$ cat src/rtl/demux1a8w4_stream_pkg.sv
// Shared sizing and types for the 1-to-N stream distributor (demux1a8w4_stream).
package demux_pkg;
  localparam int WIDTH = 4;
  localparam int N_CH  = 8;
  localparam int SEL_W = $clog2(N_CH);
  localparam int OCC_W = $clog2(N_CH) + 1;

  typedef logic [WIDTH-1:0] chan_data_t;
  typedef logic [SEL_W-1:0] chan_sel_t;
  typedef logic [OCC_W-1:0] occ_t;
endpackage

$ cat src/rtl/demux1a8w4_stream_if.sv
// Bus bundle for demux1a8w4_stream: one producer side and N_CH consumer sides.
// Handshake: a word moves on a side exactly in a cycle where its valid and ready are both 1;
// valid never waits on ready, and a held word stays stable until that cycle.
interface demux1a8w4_stream_if
  import demux_pkg::*;
#(
  parameter int WIDTH = demux_pkg::WIDTH,
  parameter int N_CH  = demux_pkg::N_CH
);
  localparam int SEL_W = $clog2(N_CH);
  localparam int OCC_W = $clog2(N_CH) + 1;

  logic               in_valid;
  logic               in_ready;
  logic [WIDTH-1:0]   in_data;
  logic [SEL_W-1:0]   in_sel;
  logic [SEL_W-1:0]   cur_sel;
  logic [WIDTH-1:0]   out_data [N_CH];
  logic [N_CH-1:0]    out_valid;
  logic [N_CH-1:0]    out_ready;
  logic [OCC_W-1:0]   occupancy;

  modport master (
    output in_valid, in_data, in_sel, out_ready,
    input  in_ready, cur_sel, out_data, out_valid, occupancy
  );

  modport slave (
    input  in_valid, in_data, in_sel, out_ready,
    output in_ready, cur_sel, out_data, out_valid, occupancy
  );
endinterface

$ cat src/rtl/demux1a8w4_stream_chan_slot.sv
// One-entry holding register for a single output channel of demux1a8w4_stream.
module demux_chan_slot
  import demux_pkg::*;
#(
  parameter int WIDTH = demux_pkg::WIDTH
) (
  input  logic             clk,
  input  logic             rst,
  input  logic             load,
  input  logic [WIDTH-1:0] load_data,
  input  logic             out_ready,
  output logic             valid,
  output logic [WIDTH-1:0] data
);
  // A load wins over a drain, so a same-cycle load+drain replaces the word and stays valid.
  always_ff @(posedge clk) begin
    if (rst) begin
      valid <= 1'b0;
      data  <= '0;
    end else if (load) begin
      valid <= 1'b1;
      data  <= load_data;
    end else if (out_ready) begin
      valid <= 1'b0;
    end
  end
endmodule

$ cat src/rtl/demux1a8w4_stream.sv
// Registered 1-to-N stream distributor. Define DEMUX_RR_SEL_EN to route by an
// internal round-robin pointer instead of in_sel.
module demux1a8w4_stream
  import demux_pkg::*;
#(
  parameter int WIDTH = demux_pkg::WIDTH,
  parameter int N_CH  = demux_pkg::N_CH
) (
  input  logic                 clk,
  input  logic                 rst,
  demux1a8w4_stream_if.slave   bus
);
  localparam int SEL_W = $clog2(N_CH);
  localparam int OCC_W = $clog2(N_CH) + 1;

  logic [SEL_W-1:0] sel;
  logic             in_ready;
  logic             accept;
  logic [N_CH-1:0]  load;
  logic [N_CH-1:0]  valid;
  logic [N_CH-1:0]  nxt_valid;
  logic [WIDTH-1:0] data [N_CH];
  logic [OCC_W-1:0] occ_q;
  logic [OCC_W-1:0] occ_nxt;

`ifdef DEMUX_RR_SEL_EN
  logic [SEL_W-1:0] rr_ptr;

  // The pointer only moves on an accept, so a full target channel stalls the stream.
  always_ff @(posedge clk) begin
    if (rst) begin
      rr_ptr <= '0;
    end else if (accept) begin
      rr_ptr <= rr_ptr + SEL_W'(1);
    end
  end

  assign sel = rr_ptr;
`else
  assign sel = bus.in_sel;
`endif

  // A full channel that is draining this cycle can take the next word at once.
  assign in_ready = !rst && (!valid[sel] || bus.out_ready[sel]);
  assign accept   = bus.in_valid && in_ready;

  always_comb begin
    load      = '0;
    nxt_valid = '0;
    occ_nxt   = '0;
    for (int k = 0; k < N_CH; k++) begin
      load[k]      = accept && (sel == SEL_W'(k));
      nxt_valid[k] = load[k] || (valid[k] && !bus.out_ready[k]);
      occ_nxt      = occ_nxt + OCC_W'(nxt_valid[k]);
    end
  end

  // Counting the next-state valids keeps occupancy aligned with out_valid every cycle.
  always_ff @(posedge clk) begin
    if (rst) begin
      occ_q <= '0;
    end else begin
      occ_q <= occ_nxt;
    end
  end

  for (genvar k = 0; k < N_CH; k++) begin : g_slot
    demux_chan_slot #(.WIDTH(WIDTH)) u_slot (
      .clk       (clk),
      .rst       (rst),
      .load      (load[k]),
      .load_data (bus.in_data),
      .out_ready (bus.out_ready[k]),
      .valid     (valid[k]),
      .data      (data[k])
    );
  end

  assign bus.in_ready  = in_ready;
  assign bus.cur_sel   = sel;
  assign bus.out_valid = valid;
  assign bus.out_data  = data;
  assign bus.occupancy = occ_q;
endmodule

$ cat src/flat_wrapper.sv
// flat-port wrapper written by rule: the top's interface ports become plain ports
module demux1a8w4_stream_flat import demux_pkg::*;
#(
  parameter int WIDTH = demux_pkg::WIDTH,
  parameter int N_CH  = demux_pkg::N_CH
)
  (clk, rst, bus_in_valid, bus_in_data, bus_in_sel, bus_out_ready, bus_in_ready, bus_cur_sel, bus_out_data, bus_out_valid, bus_occupancy);
  demux1a8w4_stream_if #(.WIDTH(WIDTH), .N_CH(N_CH)) bus_i ();
  input  logic clk;
  input  logic rst;
  input wire logic [$bits(bus_i.in_valid)-1:0] bus_in_valid;
  input wire logic [$bits(bus_i.in_data)-1:0] bus_in_data;
  input wire logic [$bits(bus_i.in_sel)-1:0] bus_in_sel;
  input wire logic [$bits(bus_i.out_ready)-1:0] bus_out_ready;
  output wire logic [$bits(bus_i.in_ready)-1:0] bus_in_ready;
  output wire logic [$bits(bus_i.cur_sel)-1:0] bus_cur_sel;
  output wire logic [$bits(bus_i.out_data)-1:0] bus_out_data;
  output wire logic [$bits(bus_i.out_valid)-1:0] bus_out_valid;
  output wire logic [$bits(bus_i.occupancy)-1:0] bus_occupancy;
  assign bus_i.in_valid = bus_in_valid;
  assign bus_i.in_data = bus_in_data;
  assign bus_i.in_sel = bus_in_sel;
  assign bus_i.out_ready = bus_out_ready;
  assign bus_in_ready = bus_i.in_ready;
  assign bus_cur_sel = bus_i.cur_sel;
  assign bus_out_data = {>>{bus_i.out_data}};
  assign bus_out_valid = bus_i.out_valid;
  assign bus_occupancy = bus_i.occupancy;
  demux1a8w4_stream #(.WIDTH(WIDTH), .N_CH(N_CH)) u_core (.clk(clk), .rst(rst), .bus(bus_i));
endmodule
$ cat config.mk
export PLATFORM = sky130hd
export DESIGN_NAME = demux1a8w4_stream_flat
export DESIGN_NICKNAME = d
export VERILOG_FILES = /design/src/rtl/demux1a8w4_stream_pkg.sv /design/src/rtl/demux1a8w4_stream_if.sv /design/src/rtl/demux1a8w4_stream_chan_slot.sv /design/src/rtl/demux1a8w4_stream.sv /design/src/flat_wrapper.sv
export SDC_FILE = /design/constraint.sdc
export NUM_CORES = 1
export LEC_CHECK = 0
export BUFFER_PORTS_ARGS = -buffer_cell sky130_fd_sc_hd__buf_2
export CORE_UTILIZATION = 55
export CTS_BUF_LIST = sky130_fd_sc_hd__clkbuf_2 sky130_fd_sc_hd__clkbuf_4 sky130_fd_sc_hd__clkbuf_8
export DETAILED_ROUTE_END_ITERATION = 16
export GPL_TIMING_DRIVEN = 0
export PLACE_DENSITY_LB_ADDON = 0.25
export SYNTH_ARGS = -nofsm -noshare
export SYNTH_HDL_FRONTEND = slang
export SYNTH_SLANG_ARGS = --single-unit
$ cat constraint.sdc
create_clock -name clk -period 6.36 [get_ports clk]
set_input_delay 0.954 -clock clk [delete_from_list [all_inputs] [get_ports clk]]
set_output_delay 0.954 -clock clk [all_outputs]
set_load 0.03 [all_outputs]
; ---- After elaboration in Yosys (flattened, before gate mapping)
; Cells that the tools add are included.
[word_totals]
regBits = 44
input_bits = 18
output_inout_bits = 48
word_cells = 98
[classes]
add_sub_neg = 7
n_lt_le_gt_ge = 1
n_eq_ne = 7
muxes = 20
reduce_logical = 46
[ops]
columns = cell, n
row1 = adder 4 x 1 -> 4 bit, 6
row2 = logical AND 1 bit, 18
row3 = two-way mux 1 bit, 18
row4 = nonzero test 2 bit, 8
row5 = "equality test 3 bit, second input constant", 4
row6 = zero test 1 bit, 10
row7 = logical OR 1 bit, 9
row8 = binary-select mux 1 bit (select 3 bit), 2
row9 = "equality test 3 x 2 -> 1 bit, second input constant", 2
row10 = "less-than comparator 3 x 4 -> 1 bit, second input constant", 1
row11 = "equality test 3 x 1 -> 1 bit, second input constant", 1
row12 = zero test 3 bit, 1
row13 = adder 1 x 1 -> 2 bit, 1

; ---- Logic depth before layout (Yosys ltp)
; Gate-level depths: netlist of the first run.
[logic_depth]
depth_word = 15
mapped_depth = 12
mapped_depth_nobuf = 10

; ---- Modules after synthesis
; From an unflattened synthesis of the first run, not the netlist that was laid out.
[unflattened]
hier_cells = 212
hier_area_um2 = 2035.7
[modules_own_cells]
columns = mod, instances, cells_per_inst, area_per_inst_um2, seq_area_each_um2
row1 = demux_chan_slot, 8, 17, 181.4, 100.1
row2 = demux1a8w4_stream, 1, 76, 584.3, 80.1

; ---- Worst setup path before layout of the first run
; Ideal clock, no wire load.
[synth_path]
path_type = input to register
start = input bus_in_sel[1]
end = register u_core.occ_q[1] (netlist: u_core.bus.occupancy[1])
setup_ps = 65
arrival_time_ps = 3916
t_required_ps = 6295
path_slack_ps = 2379
cell_stages = 11
n_path_buf = 2
cell_sequence = buf_2 or2_2 buf_2 o21ai_2 ha_1 fa_1 fa_1 fa_1 inv_1 fa_1 nor2_1
[synth_between]
elab_chain_len = 15
elab_cells_between_ends = 39
classes_between = add/sub: 7 / eq/ne: 7 / mux: 4 / reduce/logical: 21
[synth_lines]
columns = item, line_no
row1 = from (decl), flat_wrapper.sv:13  ; input wire logic [$bits(bus_i.in_sel)-1:0] bus_in_sel;
row2 = binary-select mux 1 bit (select 3 bit), demux1a8w4_stream.sv:44  ; assign in_ready = !rst && (!valid[sel] || bus.out_ready[sel]);
row3 = two-way mux 1 bit (implied by the code), demux1a8w4_stream.sv:44
row4 = zero test 1 bit, demux1a8w4_stream.sv:44
row5 = logical OR 1 bit, demux1a8w4_stream.sv:44
row6 = logical AND 1 bit, demux1a8w4_stream.sv:44
row7 = logical AND 1 bit, demux1a8w4_stream.sv:45  ; assign accept = bus.in_valid && in_ready;
row8 = logical AND 1 bit, demux1a8w4_stream.sv:52  ; load[k] = accept && (sel == SEL_W'(k));
row9 = logical OR 1 bit, demux1a8w4_stream.sv:53  ; nxt_valid[k] = load[k] || (valid[k] && !bus.out_ready[k]);
row10 = adder 1 x 1 -> 2 bit, demux1a8w4_stream.sv:54  ; occ_nxt = occ_nxt + OCC_W'(nxt_valid[k]);
row11 = adder 4 x 1 -> 4 bit (5 in a row), demux1a8w4_stream.sv:54
row12 = adder 4 x 1 -> 4 bit (*), demux1a8w4_stream.sv:54
row13 = to (signal assigned), demux1a8w4_stream.sv:63  ; occ_q <= occ_nxt;
row14 = to (decl), demux1a8w4_stream.sv:23  ; logic [OCC_W-1:0] occ_q;
; Mark *: on every way between the ends. The rest lies on a longest branch, timed or not. The select of a mux whose other input is x is not followed.
; A chain may end at the register's enable or synchronous reset.

; ---- Final worst setup path of the first run
; Same ends and word-level chain as after synthesis.

==> results of run 1 <==
==> power groups by stage <==
stage / clock, W / sequential [W] / combinational [W]
2_1_floorplan: 0 / 0.000295 / 0.0000425
3_3_place_gp: 0 / 0.000288 / 0.0000701
3_5_place_dp: 0 / 0.000288 / 0.0000719
4_1_cts: 0.000219 / 0.000282 / 0.0000724
5_1_grt: 0.000231 / 0.000282 / 0.0000784
6_report: 0.000215 / 0.000282 / 0.0000732
==> cells by family (layout without fill, tap and decap cells) <==
family / Yosys count / after routing
fa+ha+maj: 7 / 7
mux: 2 / 2
buf+inv: 39 / 106
simple gates: 78 / 78
flops: 44 / 44
compound gates: 70 / 70
xor+xnor: 1 / 1
==> final cells by class <==
type,count,area share [%]
Multi-Input combinational cell,158,41.7
Clock buffer,6,2.83
Timing Repair Buffer,59,11.0
Tap cell,48,2.23
Inverter,4,0.557
Sequential cell,44,32.7
Buffer,35,7.80
Clock inverter,2,1.30
==> critical path: stages <==
cell	delay [ns]
buf_2	0.18
nand2b_1	0.12
clkbuf_1	0.42
o21ai_2	0.10
ha_1	0.32
fa_1	0.55
fa_1	0.54
fa_1	0.45
inv_1	0.08
fa_1	0.40
nor2_1	0.10
==> Yosys cell counts <==
cell       n
a21oi_1   29
nand2b_1  10
or2_2      1
nor3b_1    1
o21ai_2    4
dfxtp_1   44
clkbuf_1   8
o31ai_1   28
clkbuf_2   1
buf_2     11
buf_4     13
mux4_2     1
buf_6      2
ha_1       3
nand4_1   32
xor2_1     1
or3b_4     1
nand2_2    1
nor2b_1   11
and2b_2    1
and3b_2    1
a22o_1     1
nor2_1     4
fa_1       4
o311ai_1   4
o21ai_0    1
inv_1      4
nand2_1    4
nand3b_1   1
and2_1     9
mux4_1     1
nor3b_4    1
o21ai_1    3
==> metrics by stage <==
stage                     utilization, %  setup slack (ns)  area (sq um)  cells  hold slack, ns
after global placement              68.5              2.11          2580    348           0.453
after floorplan                        -              2.38          2230    241           0.593
final                               71.5              2.35          2700    356           0.465
after CTS                           71.5              2.36          2700    356           0.465
after detailed placement            68.5              2.08          2580    348           0.454
after global routing                71.5              2.24          2700    356           0.484
==> layer usage <==
metal | routed length [um] | up-vias
li1 | - | 1014
met1 | 2470 | 984
met2 | 2750 | 94
met3 | 459 | 13
met4 | 120 | 0
met5 | 0 | -
==> flip-flops by register name (all words and copies together), names as in the netlist <==
name                        cells
u_core.g_slot.u_slot.valid      8
u_core.bus.occupancy            4
u_core.g_slot.u_slot.data      32
==> path summary, 6_finish.rpt <==
kind / slack (ns) / start / cells past startpoint / end
setup / recovery: 2.35 / bus_in_sel[1] / 11 / u_core.bus.occupancy[1]$_SDFF_PP0_
hold / removal: 0.47 / u_core.g_slot[3].u_slot.data[2]$_SDFFE_PP0P_ / 2 / u_core.g_slot[3].u_slot.data[2]$_SDFFE_PP0P_
setup reg to reg: 3.18 / u_core.g_slot[1].u_slot.valid$_SDFFE_PP0P_ / 9 / u_core.bus.occupancy[1]$_SDFF_PP0_
hold reg to reg: 0.47 / u_core.g_slot[3].u_slot.data[2]$_SDFFE_PP0P_ / 2 / u_core.g_slot[3].u_slot.data[2]$_SDFFE_PP0P_
==> impl_metrics.ini, run 1 <==
[critical_path]
critPathMaxFanout = 10
setup.worst_path.end_class = flip-flop
required_ns = 6.59
path_class = in -> reg
critical_path.startpoint_type = input pin
arrival_ns = 4.24

[finish]
syn2layout_area_growth_pct = 20.9
final_common_cell = buf_2
fin_nets = 332
fillCellCount = 302
regArea_sq_um = 881
final_cell_mix = buf_2 (70), dfxtp_1 (44), nand4_1 (32)
antennaDiodeCount = 0
multi_input_area_sq_um = 1120
drive_gt1_share_pct = 34.1

[global_route]
grt_max_degree = 14
grt_usage_pct = 29.0
grt_pass1_wl_um = 9270
busiest_layer = met2
grtUsageMet3_pct = 6.60
gr-total-overflow = 0
use_met2_pct = 44.4
antenna_found_initial = 0
first_global_vias = 1936
grtUsageMet1_pct = 38.5

[sta]
fin_crit_sh_pct = 63.0
fmax_ghz = 0.250
relSlewSlack_pct = 62.5
grt_setup_unrepaired = false
final_max_slew_viol_count = 0
setup_tns_ns = 0
worst_slew_pin_slew_ns = 0.563
hold_violations = 0
setup_viol = 0
finalCriticalPeriod_ns = 4.01
clock_skew_ns = 0.00448

[logic_synthesis]
synth-compound-area-share_pct = 20.4
yosys.area_share.adder_pct = 5.27
synth_cell_types = 33
synth_top_area_cell = dfxtp_1
syn_area_sq_um = 2230
yosysWarnings = 0
ys_seq_elements = 44
synth.top_cell.area_share_pct = 39.5
synth-simple-area-share_pct = 22.2
synth_top_family_by_area = simple AND/OR/NAND/NOR gates
synthTopCellsByArea = dfxtp_1 (40%), o31ai_1 (9.4%), nand4_1 (9.0%), a21oi_1 (6.5%), buf_4 (4.4%)
syn_inst = 241
synth-xor-area-share_pct = 0.393
syn_nets = 266
synth.area.mux_share_pct = 2.19
ys_seq_area_share_pct = 39.5
synth.avg_cell_area_sq_um = 9.25

[place]
dpl.hpwl_um = 4270
port_buffers = 59
gp_congestion = 0.830

[power_and_ir_drop]
power_w = 0.000570
swShare_pct = 25.5
sequentialPowerShare_pct = 49.5
ir_drop_v = 0.000117
powerDensity_nw_per_um2 = 211
switchingPower_w = 0.000145
p_clk_share_pct = 37.7
p_int_w = 0.000425
pwr-share-comb_pct = 12.8
p_leak_nw = 1.16

[cts]
tritoncts_num_sinks = 44
root_buffer = clkbuf_8
htreeDepth = 2
tritoncts = yes
clk_path_buf_depth = 2
clk_latency_ns = 0.30
cts_setup_buffers = 0
ctsResizeCount = 0
cts_hold_buffers = 0
clk_pin_slew_ns = 0.08
cts_buffers = 5

[routing]
antenna_left = 0
firstDrtPassIters = 4
avgRoutedWirePerCell_um = 16.3
totalWireLength_um = 5810
dr_total_vias = 2105
post_drt_via_cell_ratio = 5.91
drc = 0
drtIter0Drc = 211

[floorplan]
num_io_pins = 66
placementRows = 22
core_area_sq_um = 3770
start_util_pct = 59.1
die_width_um = 65.7
dieHeight_um = 65.7
die_area_sq_um = 4310

[hold_path]
min_path_type = reg -> reg

[outcome]
status = finished clean

[flow_run]
drv_cap = 0
(Power assumes the default switching activity.)
==> inputs of run 2 (changes only) <==
Settings changed: CORE_UTILIZATION 55 to 53.
Clock period 6.36 ns to 3.8 ns, I/O delays scaled along.
==> run 2 against run 1 <==
Sequential power up 67%. Critical path depth stayed put. Sequential share of layout area rose by 0.14 points. Hold slack gained 0.0043 ns. Total power rose by 60%. Global-route usage down 1.1 points. Clock power up 48%.
==> impl_metrics.ini, run 2 (synthesized netlist as in run 1, its figures left out) <==
[outcome]
status = finished clean

[power_and_ir_drop]
p_clk_share_pct = 34.9
swShare_pct = 26.3
ir_drop_v = 0.000191
p_leak_nw = 1.16
p_int_w = 0.000671
pwr-share-comb_pct = 13.3
powerDensity_nw_per_um2 = 339
sequentialPowerShare_pct = 51.8
switchingPower_w = 0.000239

[finish]
drive_gt1_share_pct = 34.1
largest_register = u_core.g_slot.u_slot.data
final_cells = 358
fin_nets = 332
design_area_sq_um = 2690
final_common_cell = buf_2
antennaDiodeCount = 0
fillCellCount = 359
syn2layout_area_growth_pct = 20.4
final_cell_mix = buf_2 (70), dfxtp_1 (44), nand4_1 (32)
largest_reg_flops = 32

[critical_path]
setup.worst_path.end_class = flip-flop
required_ns = 4.03
reg2reg_depth = 9
crit_top_cell = fa_1
cp_cell_sequence = buf_2 -> nand2b_1 -> clkbuf_1 -> o21ai_2 -> ha_1 -> fa_1 -> fa_1 -> fa_1 -> inv_1 -> fa_1 -> nor2_1
arrival_ns = 3.83
r2r_setup_slack_ns = 0.68
r2r_end = u_core.bus.occupancy[1]$_SDFF_PP0_
critical_path.startpoint_type = input pin
critPathMaxFanout = 10
slowest_stage = fa_1
path_class = in -> reg
cp_slowest_stage_delay_ns = 0.53
reg2reg_from = u_core.g_slot[0].u_slot.valid$_SDFFE_PP0P_

[routing]
totalWireLength_um = 5620
firstDrtPassIters = 4
drtIter0Drc = 101
avgRoutedWirePerCell_um = 15.7
post_drt_via_cell_ratio = 5.84
drc = 0
dr_total_vias = 2090
antenna_left = 0

[hold_path]
hold_depth = 2
holdCritStartpoint = u_core.g_slot[3].u_slot.data[2]$_SDFFE_PP0P_
min_path_type = reg -> reg
hold_path_end = u_core.g_slot[3].u_slot.data[2]$_SDFFE_PP0P_

[place]
placed_cell_area_sq_um = 2590
port_buffers = 59
dpl.hpwl_um = 4210
dp_cells = 350
gp_congestion = 0.835
dp_slack_ns = -0.0685

[cts]
clk_pin_slew_ns = 0.08
clk_path_buf_depth = 2
cts_buffers = 5
tritoncts = yes
clk_latency_ns = 0.29
cts_setup_buffers = 0
tritoncts_num_sinks = 44
cts_hold_buffers = 0
ctsResizeCount = 0
htreeDepth = 2
root_buffer = clkbuf_8

[flow_run]
drv_cap = 0

[floorplan]
num_io_pins = 66
start_util_pct = 55.3
die_width_um = 66.9
placementRows = 23
dieHeight_um = 66.9
core_area_sq_um = 4030
die_area_sq_um = 4470

[global_route]
antenna_found_initial = 0
gr-total-overflow = 0
first_global_vias = 1897
grt_usage_pct = 27.8
grt_pass1_wl_um = 9180
grt_max_degree = 13

[sta]
finalHoldWorstSlack_ns = 0.470
relSlewSlack_pct = 63.7
worst_slew_pin_slew_ns = 0.545
setup_ws_ns = 0.203
clock_skew_ns = 0.00219
final_max_slew_viol_count = 0
fin_crit_sh_pct = 94.7
grt_setup_unrepaired = false
fmax_ghz = 0.278
hold_violations = 0
setup_viol = 0
finalCriticalPeriod_ns = 3.60
==> run 2: worst max-delay path, delay by kind of cell <==
kind,cells,cell delay (ns)
AOI/OAI and AO/OA,1,0.10
adders and majority gates,5,2.22
buffers and inverters,3,0.70
and+or+nand+nor,2,0.23
==> run 2: power by group through the flow <==
stage | Clock, W | Combinational [W] | Sequential [W]
2_1_floorplan | 0 | 0.0000712 | 0.000494
3_3_place_gp | 0 | 0.000118 | 0.000482
3_5_place_dp | 0 | 0.000119 | 0.000482
4_1_cts | 0.000322 | 0.000120 | 0.000471
5_1_grt | 0.000345 | 0.000131 | 0.000473
6_report | 0.000318 | 0.000121 | 0.000471
==> run 2: worst max path at each step <==
stage	to	depth (start not counted)	start	slack (ns)
2_1_floorplan	u_core.bus.occupancy[1]$_SDFF_PP0_	11	bus_in_sel[1]	0.20
3_3_place_gp	u_core.bus.occupancy[1]$_SDFF_PP0_	11	bus_in_sel[1]	-0.08
3_5_place_dp	u_core.bus.occupancy[1]$_SDFF_PP0_	11	bus_in_sel[1]	-0.07
4_1_cts	u_core.bus.occupancy[1]$_SDFF_PP0_	11	bus_in_sel[1]	0.20
5_1_grt	u_core.bus.occupancy[1]$_SDFF_PP0_	11	bus_in_sel[1]	0.0004
6_report	u_core.bus.occupancy[1]$_SDFF_PP0_	11	bus_in_sel[1]	0.20
==> run 2: cell type report <==
cell class	instances	area, sq um	area share [%]
plain buffers	35	210	7.83
clock buffers	8	97.6	3.63
multi-input cells	158	1120	41.8
repair buffers	59	295	11.0
flip-flops and latches	44	881	32.8
well taps	50	62.6	2.33
inverters	4	15.0	0.559
==> run 2: stage by stage <==
step                utilization [%]  power [W]  setup TNS (ns)
floorplan                         -   0.000566               0
global placement               64.2   0.000600          -0.102
detailed placement             64.2   0.000602         -0.0822
CTS                            66.6   0.000913               0
global route                   66.6   0.000948               0
finish                         66.6   0.000910               0
==> run 2: per-layer routing <==
layer  vias up  wire length, um  GRT usage [%]
met2        77             2640           43.9
met4         0               60           9.04
met3         4              355           5.99
met1       998             2560           37.3
met5         -                0              0
li1       1011                -              -
==> inputs of run 3 (changes only) <==
Settings changed: CORE_MARGIN from default to 1.5.
==> run 3 against run 2 <==
Combinational power hardly changed. Total power is 1.6% lower. Via count is 1.1% higher. Die area is 3.0% higher. Sequential share of layout area is 0.11 points higher. Utilization is 0.22 points lower. First-iteration DRC count is 79% higher. Critical endpoint unchanged. Highest routed layer unchanged.
==> impl_metrics.ini, run 3 (synthesized netlist as in run 1, its figures left out) <==
[critical_path]
arrival_ns = 3.88
reg2reg_depth = 9
setup.worst_path.end_class = flip-flop
path_class = in -> reg
critical_path.startpoint_type = input pin
required_ns = 4.03
critPathMaxFanout = 10

[flow_run]
drv_cap = 0

[finish]
largest_reg_flops = 32
antennaDiodeCount = 0
drive_gt1_share_pct = 34.2
final_cell_mix = buf_2 (70), dfxtp_1 (44), nand4_1 (32)
largest_register = u_core.g_slot.u_slot.data
syn2layout_area_growth_pct = 20.0
fillCellCount = 358
final_cells = 357
final_common_cell = buf_2
design_area_sq_um = 2680
fin_nets = 331

[place]
dpl.hpwl_um = 4250
gp_congestion = 0.869
port_buffers = 59
dp_cells = 350
placed_cell_area_sq_um = 2590

[sta]
fmax_ghz = 0.274
hold_violations = 0
relSlewSlack_pct = 61.3
finalCriticalPeriod_ns = 3.65
clock_skew_ns = 0.00943
fin_crit_sh_pct = 96.1
grt_setup_unrepaired = false
setup_viol = 0
setup_tns_ns = 0
final_max_slew_viol_count = 0
worst_slew_pin_slew_ns = 0.581

[routing]
post_drt_via_cell_ratio = 5.92
antenna_left = 0
avgRoutedWirePerCell_um = 15.9
firstDrtPassIters = 4
drc = 0
dr_total_vias = 2113
drtIter0Drc = 181
totalWireLength_um = 5680

[outcome]
status = finished clean

[power_and_ir_drop]
power_w = 0.000895
ir_drop_v = 0.000219
powerDensity_nw_per_um2 = 334
p_leak_nw = 1.15

[global_route]
gr-total-overflow = 0
grt_pass1_wl_um = 8890
grt_usage_pct = 26.1
antenna_found_initial = 0
grt_max_degree = 14
first_global_vias = 1886

[hold_path]
hold_depth = 2
min_path_type = reg -> reg

[floorplan]
start_util_pct = 55.3
num_io_pins = 66
die_area_sq_um = 4600
placementRows = 23
core_area_sq_um = 4030
die_width_um = 67.9
dieHeight_um = 67.9

[cts]
cts_hold_buffers = 0
tritoncts = yes
clk_latency_ns = 0.30
htreeDepth = 2
cts_buffers = 5
clk_pin_slew_ns = 0.07
root_buffer = clkbuf_8
ctsResizeCount = 0
tritoncts_num_sinks = 44
cts_setup_buffers = 0
clk_path_buf_depth = 2
-- run 3: changes by cell type in the layout (fill, tap and decap cells not counted), sizes merged --
cell	before	now
clkbuf	17	14
clkinv	0	2
-- run 3: path summary, 6_finish.rpt --
kind | to | from | slack, ns
worst min-delay path | u_core.g_slot[3].u_slot.data[0]$_SDFFE_PP0P_ | u_core.g_slot[3].u_slot.data[0]$_SDFFE_PP0P_ | 0.46
worst max register to register | u_core.bus.occupancy[1]$_SDFF_PP0_ | u_core.g_slot[0].u_slot.valid$_SDFFE_PP0P_ | 0.61
worst max-delay path | u_core.bus.occupancy[1]$_SDFF_PP0_ | bus_in_sel[2] | 0.15
worst min register to register | u_core.g_slot[3].u_slot.data[0]$_SDFFE_PP0P_ | u_core.g_slot[3].u_slot.data[0]$_SDFFE_PP0P_ | 0.46
-- run 3: critical path: stages --
cell     delay [ns]
buf_2          0.17
or3b_4         0.40
buf_6          0.16
o21ai_2        0.15
ha_1           0.27
fa_1           0.54
fa_1           0.54
fa_1           0.46
inv_1          0.09
fa_1           0.41
nor2_1         0.10
-- run 3: area by class of cell --
cell class | instances | area [sq um] | share of cell area (%)
Buffer | 34 | 206 | 7.71
Multi-Input combinational cell | 158 | 1120 | 42.0
Clock buffer | 6 | 82.6 | 3.09
Sequential cell | 44 | 881 | 32.9
Timing Repair Buffer | 59 | 295 | 11.0
Tap cell | 50 | 62.6 | 2.34
Inverter | 4 | 15.0 | 0.561
Clock inverter | 2 | 10.0 | 0.374
-- run 3: routing by layer --
metal	vias to the layer above	share of wire (%)	global-route usage (%)	wire, um
met5	-	0	0	0
met4	0	1.2	8.25	70
met3	7	6.1	5.10	344
met2	81	48	41.5	2710
met1	1007	45	36.0	2550
li1	1018	-	-	-
-- run 3: report_power, final --
group          leakage, nW  internal, W  switching, W
combinational        0.748    0.0000400     0.0000817
sequential           0.355     0.000468    0.00000337
clock               0.0510     0.000145      0.000157
-- run 3: metrics by stage --
stage	utilization (%)	hold slack (ns)	setup slack, ns
final	66.4	0.465	0.148
after CTS	66.5	0.468	0.154
after floorplan	-	0.593	0.203
after global placement	64.2	0.454	-0.0756
after detailed placement	64.2	0.457	-0.145
after global routing	66.4	0.483	0.00570
